**src/rtl/ibex_rf_bus_arb.sv**
```systemverilog
// Arbiter sharing the data memory port between the core LSU (req 0) and the RF spill/fill engine (req 1).
// Optional `IBEX_RFARB_RR_EN selects round-robin tie-breaking instead of fixed engine priority.
module ibex_rf_bus_arb #(
    parameter int unsigned MaxOutstanding = 2,
    localparam int unsigned CntW = $clog2(MaxOutstanding + 1)
) (
    input  logic             clk_i,
    input  logic             rst_ni,

    input  logic             core_req_i,
    output logic             core_gnt_o,
    output logic             core_rvalid_o,
    input  logic             core_we_i,
    input  logic [3:0]       core_be_i,
    input  logic [31:0]      core_addr_i,
    input  logic [31:0]      core_wdata_i,
    output logic [31:0]      core_rdata_o,
    output logic             core_err_o,

    input  logic             rf_req_i,
    output logic             rf_gnt_o,
    output logic             rf_rvalid_o,
    input  logic             rf_we_i,
    input  logic [3:0]       rf_be_i,
    input  logic [31:0]      rf_addr_i,
    input  logic [31:0]      rf_wdata_i,
    output logic [31:0]      rf_rdata_o,
    output logic             rf_err_o,

    output logic             data_req_o,
    output logic             data_we_o,
    output logic [3:0]       data_be_o,
    output logic [31:0]      data_addr_o,
    output logic [31:0]      data_wdata_o,
    input  logic             data_gnt_i,
    input  logic             data_rvalid_i,
    input  logic [31:0]      data_rdata_i,
    input  logic             data_err_i,

    output logic [CntW-1:0]  outstanding_o,
    output logic             spurious_rvalid_o
);

    localparam int unsigned PtrW = (MaxOutstanding > 1) ? $clog2(MaxOutstanding) : 1;

    logic                      lock_q, lock_d;
    logic                      lock_owner_q, lock_owner_d;
    logic                      sel_valid, sel_owner;
    logic                      push, pop, not_full, head_owner;
    logic [CntW-1:0]           cnt_q, cnt_d;
    logic [PtrW-1:0]           wr_ptr_q, rd_ptr_q;
    logic [MaxOutstanding-1:0] owner_q;

`ifdef IBEX_RFARB_RR_EN
    logic last_q, last_d;
`endif

    function automatic logic [PtrW-1:0] ptr_inc(input logic [PtrW-1:0] p);
        return (p == PtrW'(MaxOutstanding - 1)) ? '0 : p + PtrW'(1);
    endfunction

    // Requester selection: a held lock overrides priority so the stalled request stays stable
    always_comb begin
        sel_valid = 1'b0;
        sel_owner = 1'b0;
        if (lock_q) begin
            sel_owner = lock_owner_q;
            sel_valid = lock_owner_q ? rf_req_i : core_req_i;
        end else if (rf_req_i && core_req_i) begin
            sel_valid = 1'b1;
`ifdef IBEX_RFARB_RR_EN
            sel_owner = ~last_q;
`else
            sel_owner = 1'b1;
`endif
        end else if (rf_req_i) begin
            sel_valid = 1'b1;
            sel_owner = 1'b1;
        end else if (core_req_i) begin
            sel_valid = 1'b1;
            sel_owner = 1'b0;
        end
    end

    assign not_full   = (cnt_q < CntW'(MaxOutstanding));
    assign data_req_o = sel_valid & not_full;

    always_comb begin
        data_we_o    = 1'b0;
        data_be_o    = '0;
        data_addr_o  = '0;
        data_wdata_o = '0;
        if (sel_valid) begin
            data_we_o    = sel_owner ? rf_we_i    : core_we_i;
            data_be_o    = sel_owner ? rf_be_i    : core_be_i;
            data_addr_o  = sel_owner ? rf_addr_i  : core_addr_i;
            data_wdata_o = sel_owner ? rf_wdata_i : core_wdata_i;
        end
    end

    assign push       = data_req_o & data_gnt_i;
    assign core_gnt_o = push & ~sel_owner;
    assign rf_gnt_o   = push & sel_owner;

    assign lock_d       = data_req_o & ~data_gnt_i;
    assign lock_owner_d = lock_d ? sel_owner : 1'b0;

    // Response routing from the registered FIFO head; responses on an empty FIFO are dropped
    assign head_owner        = owner_q[rd_ptr_q];
    assign pop               = data_rvalid_i & (cnt_q != '0);
    assign spurious_rvalid_o = data_rvalid_i & (cnt_q == '0);
    assign core_rvalid_o     = pop & ~head_owner;
    assign rf_rvalid_o       = pop & head_owner;
    assign core_rdata_o      = core_rvalid_o ? data_rdata_i : '0;
    assign rf_rdata_o        = rf_rvalid_o   ? data_rdata_i : '0;
    assign core_err_o        = core_rvalid_o & data_err_i;
    assign rf_err_o          = rf_rvalid_o   & data_err_i;
    assign outstanding_o     = cnt_q;

    always_comb begin
        cnt_d = cnt_q;
        unique case ({push, pop})
            2'b10:   cnt_d = cnt_q + CntW'(1);
            2'b01:   cnt_d = cnt_q - CntW'(1);
            default: cnt_d = cnt_q;
        endcase
    end

`ifdef IBEX_RFARB_RR_EN
    assign last_d = push ? sel_owner : last_q;

    always_ff @(posedge clk_i or negedge rst_ni) begin
        if (!rst_ni) begin
            last_q <= 1'b0;
        end else begin
            last_q <= last_d;
        end
    end
`endif

    always_ff @(posedge clk_i or negedge rst_ni) begin
        if (!rst_ni) begin
            lock_q       <= 1'b0;
            lock_owner_q <= 1'b0;
            cnt_q        <= '0;
            wr_ptr_q     <= '0;
            rd_ptr_q     <= '0;
            owner_q      <= '0;
        end else begin
            lock_q       <= lock_d;
            lock_owner_q <= lock_owner_d;
            cnt_q        <= cnt_d;
            if (push) begin
                owner_q[wr_ptr_q] <= sel_owner;
                wr_ptr_q          <= ptr_inc(wr_ptr_q);
            end
            if (pop) begin
                rd_ptr_q <= ptr_inc(rd_ptr_q);
            end
        end
    end

endmodule

```
**config.mk**
```make
export PLATFORM = sky130hd
export DESIGN_NAME = ibex_rf_bus_arb
export DESIGN_NICKNAME = d
export VERILOG_FILES = /design/src/rtl/ibex_rf_bus_arb.sv
export SDC_FILE = /design/constraint.sdc
export NUM_CORES = 1
export LEC_CHECK = 0
export ABC_AREA = 1
export BUFFER_PORTS_ARGS = -buffer_cell sky130_fd_sc_hd__clkbuf_2
export CAP_MARGIN = 20
export CORE_AREA = 2 2 123 125
export DETAILED_ROUTE_END_ITERATION = 7
export DIE_AREA = 0 0 125 127
export HOLD_SLACK_MARGIN = 0.1
export SLEW_MARGIN = 20
export SYNTH_ARGS = -nofsm -noshare
export SYNTH_HDL_FRONTEND = slang
export SYNTH_SLANG_ARGS = --single-unit
```
**constraint.sdc**
```tcl
create_clock -name clk_i -period 4.3 [get_ports clk_i]
set_input_delay 1.29 -clock clk_i [delete_from_list [all_inputs] [get_ports clk_i]]
set_output_delay 1.29 -clock clk_i [all_outputs]
set_load 0.1 [all_outputs]
```
Yosys cells after proc, flatten, opt, wreduce, memory -nomap -nowiden

Index checks and enable logic that the tools add are counted.

Output and inout port bits: 143
Logic and storage cells: 62
Input port bits: 177
Flip-flop bits (word level): 8

Equal/unequal tests: 2
Reductions and logical operators: 5
Mux-type cells: 27
Bitwise logic cells: 14
Magnitude comparators: 4
$add $sub $neg: 4

Operators with widths:

| kind                  | number |
|---|---|
| $mux W32              | 6 |
| $mux W1               | 16 |
| $and A1 B1 Y1         | 11 |
| $mux W4               | 2 |
| $lt A1 B2 Y1 const B  | 2 |
| $pmux W2 S2           | 1 |
| $reduce_bool A2 Y1    | 2 |
| $not A1 Y1            | 3 |
| $add A1 B1 Y1 const B | 2 |
| $add A2 B1 Y2 const B | 1 |
| $bwmux W2             | 1 |
| $eq A2 B1 Y1 const B  | 1 |
| $eq A2 B2 Y1 const B  | 1 |
| $logic_and A1 B1 Y1   | 2 |
| $logic_not A2 Y1      | 1 |
| $lt A2 B2 Y1 const B  | 1 |
| $sub A2 B1 Y2 const B | 1 |
| $demux W1 S1          | 1 |
| $ge A1 B1 Y1 const B  | 1 |

Logic depth before layout (Yosys ltp)

Gate-level depths: netlist of run 1.

Depth after elaboration: 8
Gate-level depth with buffers: 9
Depth with buffers taken out: 9

Worst setup path after synthesis of run 1

No wires, ideal clock.

Kind: in2out
Start: in rf_req_i
End: out core_gnt_o
Stages on the path: 4
Arrival: 3.927 ns
Data required time: 3.010 ns
Path slack: -0.917 ns
Path buffers: 0
Cells stage by stage: nand2_1 > a21oi_2 > nand2_1 > nor2_1

Longest elaborated chain between the ends: 6
Elaborated cells between the ends (all ways): 12
Classes of those cells: mux: 7; bitwise: 4; reduce/logical: 1

RTL lines:

| item                                           | line   | text |
|---|---|---|
| start, declared                                | 20     | `input logic rf_req_i,` |
| $mux W1 or $logic_and A1 B1 Y1 (tied branches) | 76, 69 |  |
| $mux W1                                        | 69     | `end else if (rf_req_i && core_req_i) begin` |
| $mux W1 *                                      | 66     | `if (lock_q) begin` |
| $and A1 B1 Y1 *                                | 86     | `assign data_req_o = sel_valid & not_full;` |
| net data_req_o                                 | 30     | `output logic data_req_o,` |
| $and A1 B1 Y1 *                                | 101    | `assign push = data_req_o & data_gnt_i;` |
| $and A1 B1 Y1 *                                | 102    | `assign core_gnt_o = push & ~sel_owner;` |
| end, declared                                  | 11     | `output logic core_gnt_o,` |

The timed path passes the listed nets; every way through them passes the cells marked *.

Worst setup path after layout of run 1

Start: in data_rvalid_i
End: out core_rdata_o[23]

Longest elaborated chain between the ends: 3

RTL lines:

| item            | line | text |
|---|---|---|
| start, declared | 36   | `input logic data_rvalid_i,` |
| $and A1 B1 Y1   | 110  | `assign pop = data_rvalid_i & (cnt_q != '0);` |
| net pop         | 49   | `logic push, pop, not_full, head_owner;` |
| $and A1 B1 Y1   | 112  | `assign core_rvalid_o = pop & ~head_owner;` |
| $mux W32        | 114  | `assign core_rdata_o = core_rvalid_o ? data_rdata_i : '0;` |
| end, declared   | 17   | `output logic [31:0] core_rdata_o,` |

The timed path passes the listed nets, and every way through them passes these cells.

==> results of run 1 <==
## cell families (layout without fill, tap and decap cells)
kind of cell | count (synthesis) | after routing
and+or+nand+nor | 228 | 228
adders and majority gates | 1 | 1
AOI/OAI and AO/OA | 75 | 75
xor gates and xnor gates | 3 | 3
DFF | 8 | 8
buffers and inverters | 69 | 373
## final cells by class
class                      count  share of cell area (%)
tap                          184                   4.048
timing repair buffer         328                   57.34
multi-input combinational    307                   31.00
clock buffer                   3                   1.320
inverter                      42                   2.772
sequential                     8                   3.520
## metrics by stage
step / instance area, um^2 / hold slack [ns]
5_1_grt: 5687 / 0.5193
4_1_cts: 5687 / 0.4816
3_5_place_dp: 5612 / 0.4738
2_1_floorplan: 2320 / 0.4424
3_3_place_gp: 5612 / 0.4717
6_report: 5687 / 0.4835
## metal layers
layer	routed length [um]	vias to the layer above
li1	-	1784
met4	159	0
met5	0	-
met2	5849	203
met3	1153	10
met1	4270	1561
## state kept, by name, indices dropped and copies added, names as in the netlist
signal         cells
outstanding_o      2
owner_q            2
lock_owner_q       1
lock_q             1
rd_ptr_q           1
wr_ptr_q           1
## critical path, stage by stage
cell	delay, ns
clkbuf_2	0.09
o21ai_2	0.09
inv_1	0.13
nand2_4	0.22
nor2_1	0.25
clkbuf_2	0.50
## report_power, final
| part | total, W | internal (W) | switching, W |
|---|---|---|---|
| logic | 0.00453 | 0.00125 | 0.00328 |
| registers | 0.000147 | 0.000108 | 0.0000385 |
| clock network | 0.000156 | 0.000120 | 0.0000363 |
| total | 0.00483 | 0.00147 | 0.00336 |
## cells in the final DEF, fill, tap and decap left out, drive strengths merged
cell type and count:
nand4 4, xnor2 1, nor2 208, nor3 1, xor2 2, a21oi 2
nand2 13, nor3b 1, buf 112, clkbuf 219, dfrtp 8, o21ai 73
inv 42, or2 1, ha 1
## worst min-delay path by stage
stage / cells past startpoint / slack, ns / end
floorplan: 2 / 0.44 / owner_q[1]
global placement: 2 / 0.47 / owner_q[1]
detailed placement: 2 / 0.47 / owner_q[1]
CTS: 2 / 0.48 / owner_q[1]
global route: 2 / 0.52 / owner_q[1]
finish: 2 / 0.48 / owner_q[1]
==> key figures, run 1 <==
Synth
  • Most frequent cell after synthesis: nor2_1
  • Synth unique cells: 21
  • Top cell type's share of synthesized area: 40.58%
  • Adder-cell area share of the yosys netlist: 0.6631%
  • Fraction of registers with async set or reset after synthesis: 100.0%
  • Synth Area in Compound Gates: 20.69%
  • EDFF count, synth: 0
  • Xor/xnor cell area share of the yosys netlist: 1.393%
  • Cells after Synth: 384
  • Dominant synthesized flop cell: dfrtp_1
  • Syn avg cell area: 4.914 um^2
  • Post-synth top cells: nor2_1 (204), o21ai_0 (70), inv_1 (40)
  • Area leader, netlist: nor2_1
  • Post-Syn Nets: 562
  • Sequential share of the synthesized area: 10.61%
  • Synth Area in Simple Gates: 47.21%
  • Post-synthesis mux area share: 0%
  • Main area contributors after synthesis: nor2_1 (41%), o21ai_0 (19%), dfrtp_1 (11%)
  • Synthesized area: 1887 um^2
  • Largest family of logic cells by synthesized area: simple AND/OR/NAND/NOR gates
  • YS warnings: 0
  • Yosys reg bits: 8

GRT
  • First-pass GRT wire length: 17,630 um
  • Antenna violations before repair: 0
  • Met3 track demand over resource: 4.481%
  • Largest net degree at the start of global routing: 70
  • Busiest layer in global routing: met2
  • Vias in the first global route: 3,539
  • Grt ovf: 0
  • Total track usage: 13.65%
  • Grt met1 use: 14.86%
  • Routing usage on met2: 25.80%

Worst setup path
  • Critical R2R Launch: lock_q
  • CP Max Fanout: 34
  • WS Path Type: in2out
  • Reg2Reg Setup Slack: 2.25 ns
  • Worst r2r dst: outstanding_o[1]
  • Worst setup EP type: output pin
  • Worst Setup Start Kind: input port
  • WP data arrival: 2.57 ns
  • Critical Path RT: 3.01 ns
  • End point of the critical path: core_rdata_o[23]
  • Crit. Startpoint: data_rvalid_i
  • R2R cell count: 9

Timing
  • Setup TNS Final: 0 ns
  • Slew margin rel.: 61.62%
  • Fin crit period: 3.865 ns
  • Hold Vio Cnt, Final: 0
  • Final period utilization: 89.87%
  • Tightest Pin Transition: 0.5782 ns
  • Worst Skew: 0.005779 ns
  • Final setup vio count: 0
  • Max-slew violations: 0
  • RSZ-0062 raised after global routing: no
  • F_max: 258.8 MHz
  • Worst setup margin: 0.4354 ns

Routing
  • Avg WL per Cell: 13.11 um
  • DRT Wirelength: 11,430 um
  • Detailed Route Iter0 Violations: 127
  • DRC: 0
  • Total vias in the final route: 3,558
  • Initial DRT Pass Iterations: 4
  • Post-DR vias/cell: 4.080
  • Final ANT Viol Nets: 0

Placement
  • Pre-CTS setup slack: 0.4114 ns
  • Hpwl dp: 9955 um
  • Port Buf Inserts: 319
  • Number of placed cells counting well taps: 869
  • GPL Wtd Cong: 0.8026

Job
  • Max_cap viols: 0

Clocking
  • Hold_buf cts: 0
  • Reg clk slew, reported paths: 0.03 ns
  • Worst-Skew Late Latency: 0.23 ns
  • CTS tree: yes
  • Root buf cell: clkbuf_16
  • Postcts setup bufs: 0
  • CTS Buf Count: 3
  • Post-cts resize count: 0
  • H-tree depth: 1
  • CTS Buffer Depth: 2
  • Clock Sinks: 8

Floorplan
  • Die W: 125 um
  • DIE HEIGHT: 127 um
  • Initial core utilization: 13.08%
  • Core box area: 14,420 um^2
  • Die ar.: 15,880 um^2
  • FP Rows: 44
  • IO Count: 320

Worst hold path
  • Hold Path Class: reg2reg
  • Worst Hold Launch: owner_q[1]

Layout
  • N_diodes: 0
  • Area delta synth->final: 201.4%
  • Fin cells: 872
  • Storage cell area: 200.2 um^2
  • Multi-input logic area: 1763 um^2
  • Fin util: 39.43%
  • Layout cells sized above 1: 65.12%
  • Filler cell count: 1,504
  • Post-layout nets: 868

Outcome
  • Outcome: complete, no violations

Pwr
  • Cell area power density: 849.5 nW/um^2
  • Peak supply drop: 0.0003773 V
  • Tot Pwr: 0.004831 W
  • Leakage power: 2.862 nW
(Power assumes the default switching activity.)
==> run 2, diff against run 1 <==
--- a/constraint.sdc
+++ b/constraint.sdc
@@ -3,2 +3,2 @@
 set_output_delay 1.29 -clock clk_i [all_outputs]
-set_load 0.1 [all_outputs]
+set_load 0.005 [all_outputs]
==> run 2 against run 1 <==
Effect of this change:
- global-route usage shrank 0.21 points
- first-iteration DRC count decreased by 31%
- via count decreased by 3.6%
- fmax grew 4.6%
- setup slack better by 0.17 ns
- worst hold slack lost 0.013 ns
- final cell count down 0.46%
- clock power about the same
- sequential power hardly changed
- sequential cell count unchanged
- count of clock-buffer cells in the layout is the same
- critical endpoint is now data_wdata_o[24]
- largest power group unchanged
- highest routed layer unchanged
==> key figures, run 2 (synthesized netlist as in run 1, its figures left out) <==
Outcome
  • Outcome: complete, no violations (unchanged)

Layout
  • Most frequent cells in the layout: clkbuf_2 (319), nor2_1 (204), o21ai_0 (70) (was clkbuf_2 (216), buf_12 (107), nor2_1 (100))
  • N_diodes: 0 (unchanged)
  • Post-layout nets: 864 (was 868)
  • Area delta synth->final: 93.57% (was 201.4%)
  • Commonest non-fill, non-tap cell in the layout: clkbuf_2 (unchanged)
  • Layout cells sized above 1: 49.56% (was 65.12%)

Worst setup path
  • Slowest cell on crit path: buf_12 (was clkbuf_2)
  • WS Path Type: in2out (unchanged)
  • CP Max Fanout: 64 (was 34)
  • Crit-path cells: clkbuf_2 > nand2_1 > nand2_2 > buf_12 > o21ai_0 > nor2_1 > clkbuf_2 (was clkbuf_2 > o21ai_2 > inv_1 > nand2_4 > nor2_1 > clkbuf_2)
  • Reg2Reg Setup Slack: 2.47 ns (was 2.25 ns)
  • Family with the most delay on the worst path: buffers and inverters (unchanged)
  • Most frequent CP cell: clkbuf_2 (unchanged)
  • Critical Path RT: 3.01 ns (about the same)
  • Worst Setup Start Kind: input port (unchanged)
  • Worst setup EP type: output pin (unchanged)
  • CP max stage delay: 0.26 ns (was 0.50 ns)
  • WP data arrival: 2.40 ns (was 2.57 ns)
  • Worst path bufs/invs: 3 (unchanged)

Job
  • Max_cap viols: 0 (unchanged)

Timing
  • Max-slew violations: 0 (unchanged)
  • Fin Hold WS: 0.4705 ns (was 0.4835 ns)
  • Setup TNS Final: 0 ns (unchanged)
  • Tightest Pin Transition: 0.5562 ns (was 0.5782 ns)
  • Final setup vio count: 0 (unchanged)
  • RSZ-0062 raised after global routing: no (unchanged)
  • Fin crit period: 3.694 ns (was 3.865 ns)
  • Worst Skew: 0.001804 ns (was 0.005779 ns)
  • Final period utilization: 85.90% (was 89.87%)
  • F_max: 270.7 MHz (was 258.8 MHz)
  • Slew margin rel.: 62.87% (was 61.62%)
  • Hold Vio Cnt, Final: 0 (unchanged)
  • Worst setup margin: 0.6063 ns (was 0.4354 ns)

Pwr
  • Int Power: 0.0006694 W (was 0.001474 W)
  • Leakage power: 2.352 nW (was 2.862 nW)
  • Share of total power in the clock network: 11.3% (was 3.2%)
  • Peak supply drop: 0.0001387 V (was 0.0003773 V)
  • Cell area power density: 377.3 nW/um^2 (was 849.5 nW/um^2)
  • Register share of total power: 10.6% (was 3.0%)
  • Switching Share: 51.42% (was 69.49%)
  • Net Sw Power: 0.0007085 W (was 0.003357 W)
  • Combinational share of power: 78.1% (was 93.7%)

Clocking
  • H-tree depth: 1 (unchanged)
  • CTS Buffer Depth: 2 (unchanged)
  • Worst-Skew Late Latency: 0.23 ns (about the same)
  • Root buf cell: clkbuf_16 (unchanged)
  • Reg clk slew, reported paths: 0.03 ns (about the same)
  • CTS Buf Count: 3 (unchanged)
  • Clock Sinks: 8 (unchanged)
  • Hold_buf cts: 0 (unchanged)
  • Post-cts resize count: 0 (unchanged)
  • CTS tree: yes (unchanged)
  • Postcts setup bufs: 0 (unchanged)

Worst hold path
  • Hold Path Class: reg2reg (unchanged)

Placement
  • Pre-CTS setup slack: 0.5354 ns (was 0.4114 ns)
  • Port Buf Inserts: 319 (unchanged)
  • Hpwl dp: 9884 um (was 9955 um)
  • GPL Wtd Cong: 0.8343 (was 0.8026)

Floorplan
  • Core box area: 14,420 um^2 (unchanged)
  • DIE HEIGHT: 127 um (unchanged)
  • Initial core utilization: 13.08% (unchanged)
  • FP Rows: 44 (unchanged)
  • Die W: 125 um (unchanged)
  • Die ar.: 15,880 um^2 (unchanged)
  • IO Count: 320 (unchanged)

Routing
  • Final ANT Viol Nets: 0 (unchanged)
  • Initial DRT Pass Iterations: 4 (unchanged)
  • Total vias in the final route: 3,430 (was 3,558)
  • DRC: 0 (unchanged)
  • Avg WL per Cell: 13.37 um (was 13.11 um)
  • DRT Wirelength: 11,600 um (was 11,430 um)
  • Post-DR vias/cell: 3.952 (was 4.080)
  • Detailed Route Iter0 Violations: 88 (was 127)

GRT
  • Largest net degree at the start of global routing: 67 (was 70)
  • Total track usage: 13.43% (was 13.65%)
  • First-pass GRT wire length: 17,040 um (was 17,630 um)
  • Grt ovf: 0 (unchanged)
  • Antenna violations before repair: 0 (unchanged)
  • Vias in the first global route: 3,250 (was 3,539)
run 2: cell count changes in the layout (fill, tap and decap cells not counted), moves of 2 or more:
cell	change
nor2_4	-32
nor2_1	+104
clkbuf_2	+103
nor2_2	-72
buf_4	-2
buf_12	-105
run 2: power groups by stage:
stage          Clock, W  Sequential, W  Combinational [W]
6_report       0.000156       0.000146            0.00108
2_1_floorplan         0       0.000137           0.000622
3_5_place_dp          0       0.000148            0.00110
5_1_grt        0.000162       0.000151            0.00122
3_3_place_gp          0       0.000146            0.00110
4_1_cts        0.000160       0.000147            0.00111
run 2: layout make-up:
| cell class | instances | area [um^2] |
|---|---|---|
| Inverter | 42 | 157.7 |
| Sequential cell | 8 | 200.2 |
| Timing Repair Buffer | 324 | 1659 |
| Tap cell | 184 | 230.2 |
| Multi-Input combinational cell | 307 | 1330 |
| Fill cell | 1706 | 10770 |
| Clock buffer | 3 | 75.07 |
run 2: worst reg2reg max path, stage by stage (launching register included):
cell,delay [ns]
dfrtp_1,0.41
nand2_1,0.14
nand2_1,0.11
a21oi_2,0.16
nand2_1,0.16
ha_1,0.34
a21oi_1,0.11
o21ai_0,0.12
xor2_1,0.16
run 2: routing by layer:
metal  up-vias  GRT usage [%]  share of wire (%)
met2       203          27.24                 52
li1       1771              -                  -
met5         -              0                  0
met4         0          2.484                1.1
met1      1447          14.30                 38
met3         9          2.764                8.9
run 2: final timing paths:
| path | startpoint | end | depth (start not counted) |
|---|---|---|---|
| setup / recovery | rf_req_i | data_wdata_o[24] | 7 |
| hold / removal | owner_q[1] | owner_q[1] | 2 |
| setup reg to reg | lock_q | outstanding_o[1] | 8 |
| hold reg to reg | owner_q[1] | owner_q[1] | 2 |
| max in group asynchronous | rst_ni | wr_ptr_q | 1 |
| min in group asynchronous | rst_ni | outstanding_o[0] | 1 |
run 2: through the flow:
step	utilization [%]	power [W]	std cells	instance area, um^2
after CTS	25.32	0.001416	868	3652
after global placement	24.80	0.001248	865	3577
after detailed placement	24.80	0.001250	865	3577
after floorplan	-	0.0007593	384	1887
after global routing	25.32	0.001531	868	3652
final	25.32	0.001378	868	3652
